$ cat src/rtl/audio_sample_fifo.sv
// Elastic buffer for stereo sample words between the link op decoder and the I2S sender.
// Primes before playback, repeats words in 22 kHz mode, and paces the link with request ticks.
module audio_sample_fifo #(
   parameter int DEPTH       = 16,
   parameter int AW          = 4,
   parameter int PRIME_LEVEL = 8
) (
   input  logic          mon_clk,
   input  logic          hw_reset_n,
   input  logic          wr_valid,
   input  logic [31:0]   wr_data,
   input  logic          start,
   input  logic          stop,
   input  logic          mode_22k,
   input  logic          rd_req,
   output logic [31:0]   rd_data,
   output logic          rd_valid,
   output logic          playing,
   output logic          request_mode,
   output logic          request_tick,
   output logic          underrun,
   output logic          overflow,
   output logic [AW:0]   level
);

   typedef enum logic [1:0] {
      ST_IDLE  = 2'd0,
      ST_PRIME = 2'd1,
      ST_PLAY  = 2'd2,
      ST_DRAIN = 2'd3
   } state_t;

   state_t        state_q, state_d;
   logic [AW-1:0] wr_ptr_q, wr_ptr_d;
   logic [AW-1:0] rd_ptr_q, rd_ptr_d;
   logic [AW:0]   level_q, level_d;
   logic          phase_q, phase_d;
   logic [31:0]   rd_data_q, rd_data_d;
   logic          rd_valid_q, rd_valid_d;
   logic          underrun_q, underrun_d;
   logic          overflow_q, overflow_d;
   logic          tick_q, tick_d;

   logic [31:0]   mem_q [DEPTH];

   logic          active;
   logic          out_state;
   logic          full;
   logic          empty;
   logic          push;
   logic          pop;
   logic [31:0]   head;

   assign active    = (state_q != ST_IDLE);
   assign out_state = (state_q == ST_PLAY) || (state_q == ST_DRAIN);
   assign full      = (level_q == (AW+1)'(DEPTH));
   assign empty     = (level_q == '0);
   assign head      = mem_q[rd_ptr_q];

   // A start flushes the buffer, so any write arriving with it is discarded.
   assign push = active && wr_valid && !full && !start;
   assign pop  = rd_req && out_state && !empty && (!mode_22k || phase_q);

   always_ff @(posedge mon_clk) begin
      if (push) begin
         mem_q[wr_ptr_q] <= wr_data;
      end
   end

   always_comb begin
      state_d    = state_q;
      wr_ptr_d   = wr_ptr_q;
      rd_ptr_d   = rd_ptr_q;
      level_d    = level_q;
      phase_d    = phase_q;
      rd_data_d  = rd_data_q;
      rd_valid_d = rd_req;
      underrun_d = 1'b0;
      overflow_d = active && wr_valid && full && !start;
      tick_d     = start || (pop && (state_q == ST_PLAY));

      // rd_data_q doubles as the held sample replayed on empty reads.
      if (rd_req) begin
         if (!out_state) begin
            rd_data_d = '0;
         end else if (!empty) begin
            rd_data_d = head;
            if (mode_22k) begin
               phase_d = ~phase_q;
            end
         end else begin
            underrun_d = (state_q == ST_PLAY);
         end
      end
      if (!mode_22k) begin
         phase_d = 1'b0;
      end

      if (push) begin
         wr_ptr_d = wr_ptr_q + AW'(1);
      end
      if (pop) begin
         rd_ptr_d = rd_ptr_q + AW'(1);
      end
      level_d = level_q + {{AW{1'b0}}, push} - {{AW{1'b0}}, pop};

      unique case (state_q)
         ST_IDLE: ;
         ST_PRIME: begin
            if (stop) begin
               state_d = ST_DRAIN;
            end else if (level_q >= (AW+1)'(PRIME_LEVEL)) begin
               state_d = ST_PLAY;
            end
         end
         ST_PLAY: begin
            if (stop) begin
               state_d = ST_DRAIN;
            end
         end
         ST_DRAIN: begin
            if (empty) begin
               state_d = ST_IDLE;
            end
         end
         default: state_d = ST_IDLE;
      endcase

      if (start) begin
         state_d  = ST_PRIME;
         wr_ptr_d = '0;
         rd_ptr_d = '0;
         level_d  = '0;
         phase_d  = 1'b0;
      end
   end

   always_ff @(posedge mon_clk or negedge hw_reset_n) begin
      if (!hw_reset_n) begin
         state_q    <= ST_IDLE;
         wr_ptr_q   <= '0;
         rd_ptr_q   <= '0;
         level_q    <= '0;
         phase_q    <= 1'b0;
         rd_data_q  <= '0;
         rd_valid_q <= 1'b0;
         underrun_q <= 1'b0;
         overflow_q <= 1'b0;
         tick_q     <= 1'b0;
      end else begin
         state_q    <= state_d;
         wr_ptr_q   <= wr_ptr_d;
         rd_ptr_q   <= rd_ptr_d;
         level_q    <= level_d;
         phase_q    <= phase_d;
         rd_data_q  <= rd_data_d;
         rd_valid_q <= rd_valid_d;
         underrun_q <= underrun_d;
         overflow_q <= overflow_d;
         tick_q     <= tick_d;
      end
   end

   assign rd_data      = rd_data_q;
   assign rd_valid     = rd_valid_q;
   assign playing      = (state_q == ST_PLAY) || (state_q == ST_DRAIN);
   assign request_mode = (state_q == ST_PRIME) || (state_q == ST_PLAY);
   assign request_tick = tick_q;
   assign underrun     = underrun_q;
   assign overflow     = overflow_q;
   assign level        = level_q;

endmodule

$ cat config.mk
export PLATFORM = sky130hd
export DESIGN_NAME = audio_sample_fifo
export DESIGN_NICKNAME = d
export VERILOG_FILES = /design/src/rtl/audio_sample_fifo.sv
export SDC_FILE = /design/constraint.sdc
export NUM_CORES = 1
export LEC_CHECK = 0
export ABC_CLOCK_PERIOD_IN_PS = 3420
export CORE_ASPECT_RATIO = 0.7
export CORE_MARGIN = 5
export CORE_UTILIZATION = 30
export DETAILED_ROUTE_END_ITERATION = 6
export PLACE_DENSITY = 0.59
export SYNTH_ARGS = -nofsm -noshare
export SYNTH_HDL_FRONTEND = slang
export SYNTH_SLANG_ARGS = --single-unit
$ cat constraint.sdc
create_clock -name mon_clk -period 3.42 [get_ports mon_clk]
set_clock_uncertainty 0.1 [all_clocks]
set_input_delay 0.513 -clock mon_clk [delete_from_list [all_inputs] [get_ports mon_clk]]
set_output_delay 0.513 -clock mon_clk [all_outputs]
set_load 0.005 [all_outputs]
==> flow_metrics.py <==
metrics = {
    "die": {
        "start_util": 0.303,
        "dieArea_mm2": 0.0781,
        "pin_count": 82,
        "fp.coreArea_mm2": 0.0717,
        "die_h_um": 235,
        "die_width_um": 332,
        "rows": 82,
    },
    "power": {
        "p_comb_frac": 0.125,
        "seq_power_share": 0.503,
        "sw_frac_of_total": 0.234,
        "leakagePower_uw": 0.00798,
        "power.density_mw_per_mm2": 616,
        "vdd_drop_max_mv": 0.328,
        "p_switching_uw": 3730,
        "p_int_uw": 12200,
        "p_clk_frac": 0.372,
    },
    "synth": {
        "async_reset_ff_frac": 0.0922,
        "syn-num-nets": 1047,
        "synth_area_per_cell_um2": 21.9,
        "syn_area_mm2": 0.0218,
        "synth-simple-area-share": 0.0222,
        "synth_edf_count": 512,
        "synth_top_family_by_area": "multiplexers",
        "synth_compound_area_frac": 0.0172,
        "ys_types": 37,
        "ys.warnings.count": 0,
        "muxShareOfSynthArea": 0.163,
        "yosysTopAreaCellShare": 0.707,
        "seq_area_frac_synth": 0.767,
        "synthCells": 991,
        "synth_ff_type": "edfxtp_1",
        "synthAdderAreaFrac": 0.0101,
        "ys_top_cells_by_area": "edfxtp_1 (71%), mux4_2 (13%), dfrtp_1 (6.0%), mux2i_1 (3.0%), o221ai_1 (1.3%)",
        "synth-seq-cells": 564,
        "synth_xor_area_frac": 0.00403,
        "yosysTopAreaCell": "edfxtp_1",
    },
    "sta": {
        "slew_headroom": 0.391,
        "tns_ns": 0,
        "worst_pin_slew_ns": 0.913,
        "fin_crit_sh": 0.823,
        "fmax_ghz": 0.355,
        "rsz0062_at_grt": "no",
        "setup_violations": 0,
        "setup_ws_ns": 0.605,
        "final.min_clock_period_ns": 2.81,
        "hold_viol": 0,
        "maxSlewViolCount": 0,
    },
    "clocking": {
        "clock-sinks": 564,
        "cts_max_level": 2,
        "numCtsBuffers": 51,
        "cts_tree": "yes",
        "cts_setup_buffers": 0,
        "cts_buffer_depth": 3,
        "cts-root-buf": "clkbuf_16",
        "worstSkewPairLatency_ns": 0.58,
        "cts_resized": 0,
        "clk_pin_slew_worst_paths_ns": 0.07,
    },
    "placement": {
        "port_buffers": 81,
        "placedInstanceArea_mm2": 0.0241,
        "pre_cts_ws_ns": 0.351,
        "dp_hpwl_um": 27000,
        "gp_congestion": 0.708,
    },
    "drt": {
        "ant_nets": 0,
        "wl_um": 47300,
        "wl_per_cell_um": 22.3,
        "drc": 0,
        "vias": 10100,
        "drt-initial-drc-count": 890,
        "avgViaCountPerCell": 4.74,
        "firstDrtPassIters": 5,
    },
    "hold_path": {
        "hp-class": "reg2reg",
    },
    "worst_setup_path": {
        "crit_buf_inv": 2,
        "crit_path_end_kind": "register",
        "cp.required_ns": 3.81,
        "cp_slowest_cell": "dfrtp_1",
        "startpoint_type": "register",
        "path_cells": "inv_1 > ha_1 > o21ai_0 > nor3_2 > xor2_1 > ha_1 > inv_1 > fa_1 > nand2b_1 > a21oi_1 > o21ai_0 > a21oi_1",
        "critPathTopFamily": "adder cells",
        "cp_slowest_stage_delay_ns": 0.42,
        "critPathKind": "reg2reg",
        "path_max_fanout": 7,
        "crit_arrival_ns": 3.20,
    },
    "outcome": {
        "status": "finished, final reports clean",
    },
    "global_route": {
        "grt_pass1_wl_um": 71800,
        "grt_pass1_vias": 10600,
        "antenna_found_initial": 0,
        "grt_max_degree": 59,
        "grt_usage": 0.119,
        "grt_remaining_overflow": 0,
    },
    "cells_and_area": {
        "area_growth_pct": 18.9,
        "drive_gt1_frac": 0.238,
        "fin_area_mm2": 0.0259,
        "nNetsFinal": 1174,
        "diodes": 0,
    },
    "flow_run": {
        "maxCapViolations": 0,
    },
}
sequential cells by signal, summed over array words and instances (netlist names):
| signal | cells |
|---|---|
| mem_q | 512 |
| rd_data | 32 |
| level | 5 |
| rd_ptr_q | 4 |
| wr_ptr_q | 4 |
| state_q | 2 |
| overflow | 1 |
| phase_q | 1 |
| rd_valid | 1 |
| request_tick | 1 |
| underrun | 1 |
layer usage:
metal / vias up / GRT usage / routed length [µm]
met2: 219 / 0.189 / 22100
met3: 54 / 0.0201 / 2090
li1: 4370 / - / -
met5: - / 0 / 0
met1: 5431 / 0.177 / 22600
met4: 0 / 0.0192 / 571
power groups by stage:
| stage | Clock, µW | Sequential (µW) | Combinational, µW |
|---|---|---|---|
| after floorplan | 0 | 8110 | 1110 |
| after global placement | 0 | 8150 | 2030 |
| after detailed placement | 0 | 8170 | 2040 |
| after CTS | 6050 | 8020 | 2060 |
| after global routing | 6370 | 8040 | 2190 |
| final | 5920 | 8010 | 2000 |
cell type report:
type	instances	area, µm²
multi-input combinational	361	4760
fill	6505	45800
clock buffer	63	1360
tap	966	1210
inverter	17	63.8
clock inverter	32	368
sequential	564	16700
timing repair buffer	123	1410
worst paths after layout:
path                                              start                      end  slack [ns]  cells after the start
min in group asynchronous                    hw_reset_n  rd_data[10]$_DFFE_PN0P_        0.51                      2
worst min register to register  rd_data[24]$_DFFE_PN0P_  rd_data[24]$_DFFE_PN0P_        0.40                      2
worst max register to register   state_q[0]$_DFFE_PN0P_       level[4]$_DFF_PN0_        0.61                     12
worst max-delay path             state_q[0]$_DFFE_PN0P_       level[4]$_DFF_PN0_        0.61                     12
worst min-delay path            rd_data[24]$_DFFE_PN0P_  rd_data[24]$_DFFE_PN0P_        0.40                      2
max in group asynchronous                    hw_reset_n  rd_ptr_q[2]$_DFFE_PN0P_        2.01                      2
kinds of logic (layout without fill, tap and decap cells):
group / after synthesis / after routing
flip-flops: 564 / 564
multiplexers: 194 / 194
AND/OR/NAND/NOR: 93 / 93
buffers and inverters: 66 / 235
AO/OA/AOI/OAI: 47 / 47
adder cells (fa/ha/maj): 17 / 17
XOR/XNOR: 10 / 10
synth_stat cells (all sizes together) (3+ instances only):
master	n
a21oi	5
a211oi	3
clkbuf	9
and2	12
ha	16
mux2i	66
o221ai	32
inv	17
nand2	34
xnor2	8
edfxtp	512
dfrtp	52
o21ai	4
buf	40
nand2b	4
nor4b	3
mux4	128
nor2	19
nor3b	3
nor3	4
what timing repair did:
item	CTS	global route
hold buffers	1	0
hold endpoints to repair	10	0
setup endpoints to repair	0	0
cell usage in the layout, fill, tap and decap left out, types with 15 or more instances in the layout:
cell and n:
buf_12 23, buf_4 19, clkbuf_16 51, clkdlybuf4s50_1 80, dfrtp_1 49, edfxtp_1 512, ha_1 16, inv_1 17
mux2i_1 66, mux4_2 128, nand2_1 33, nor2_1 15, o221ai_1 32
per-stage QoR:
| stage | util | total power (µW) | instances | hold WS, ns |
|---|---|---|---|---|
| floorplan | - | 9230 | 991 | 0.117 |
| global placement | 0.336 | 10200 | 2030 | 0.374 |
| detailed placement | 0.336 | 10200 | 2030 | 0.385 |
| CTS | 0.361 | 16100 | 2126 | 0.398 |
| global route | 0.361 | 16600 | 2126 | 0.425 |
| finish | 0.361 | 15900 | 2126 | 0.395 |
worst reg2reg max path, cell delays in order (launching register included):
cell and delay [ns]:
dfrtp_1 0.42, inv_1 0.10, ha_1 0.29, o21ai_0 0.18
nor3_2 0.25, xor2_1 0.18, ha_1 0.19, inv_1 0.06
fa_1 0.41, nand2b_1 0.16, a21oi_1 0.17, o21ai_0 0.09
a21oi_1 0.14
Note: power is estimated with default switching activity, not from simulation.
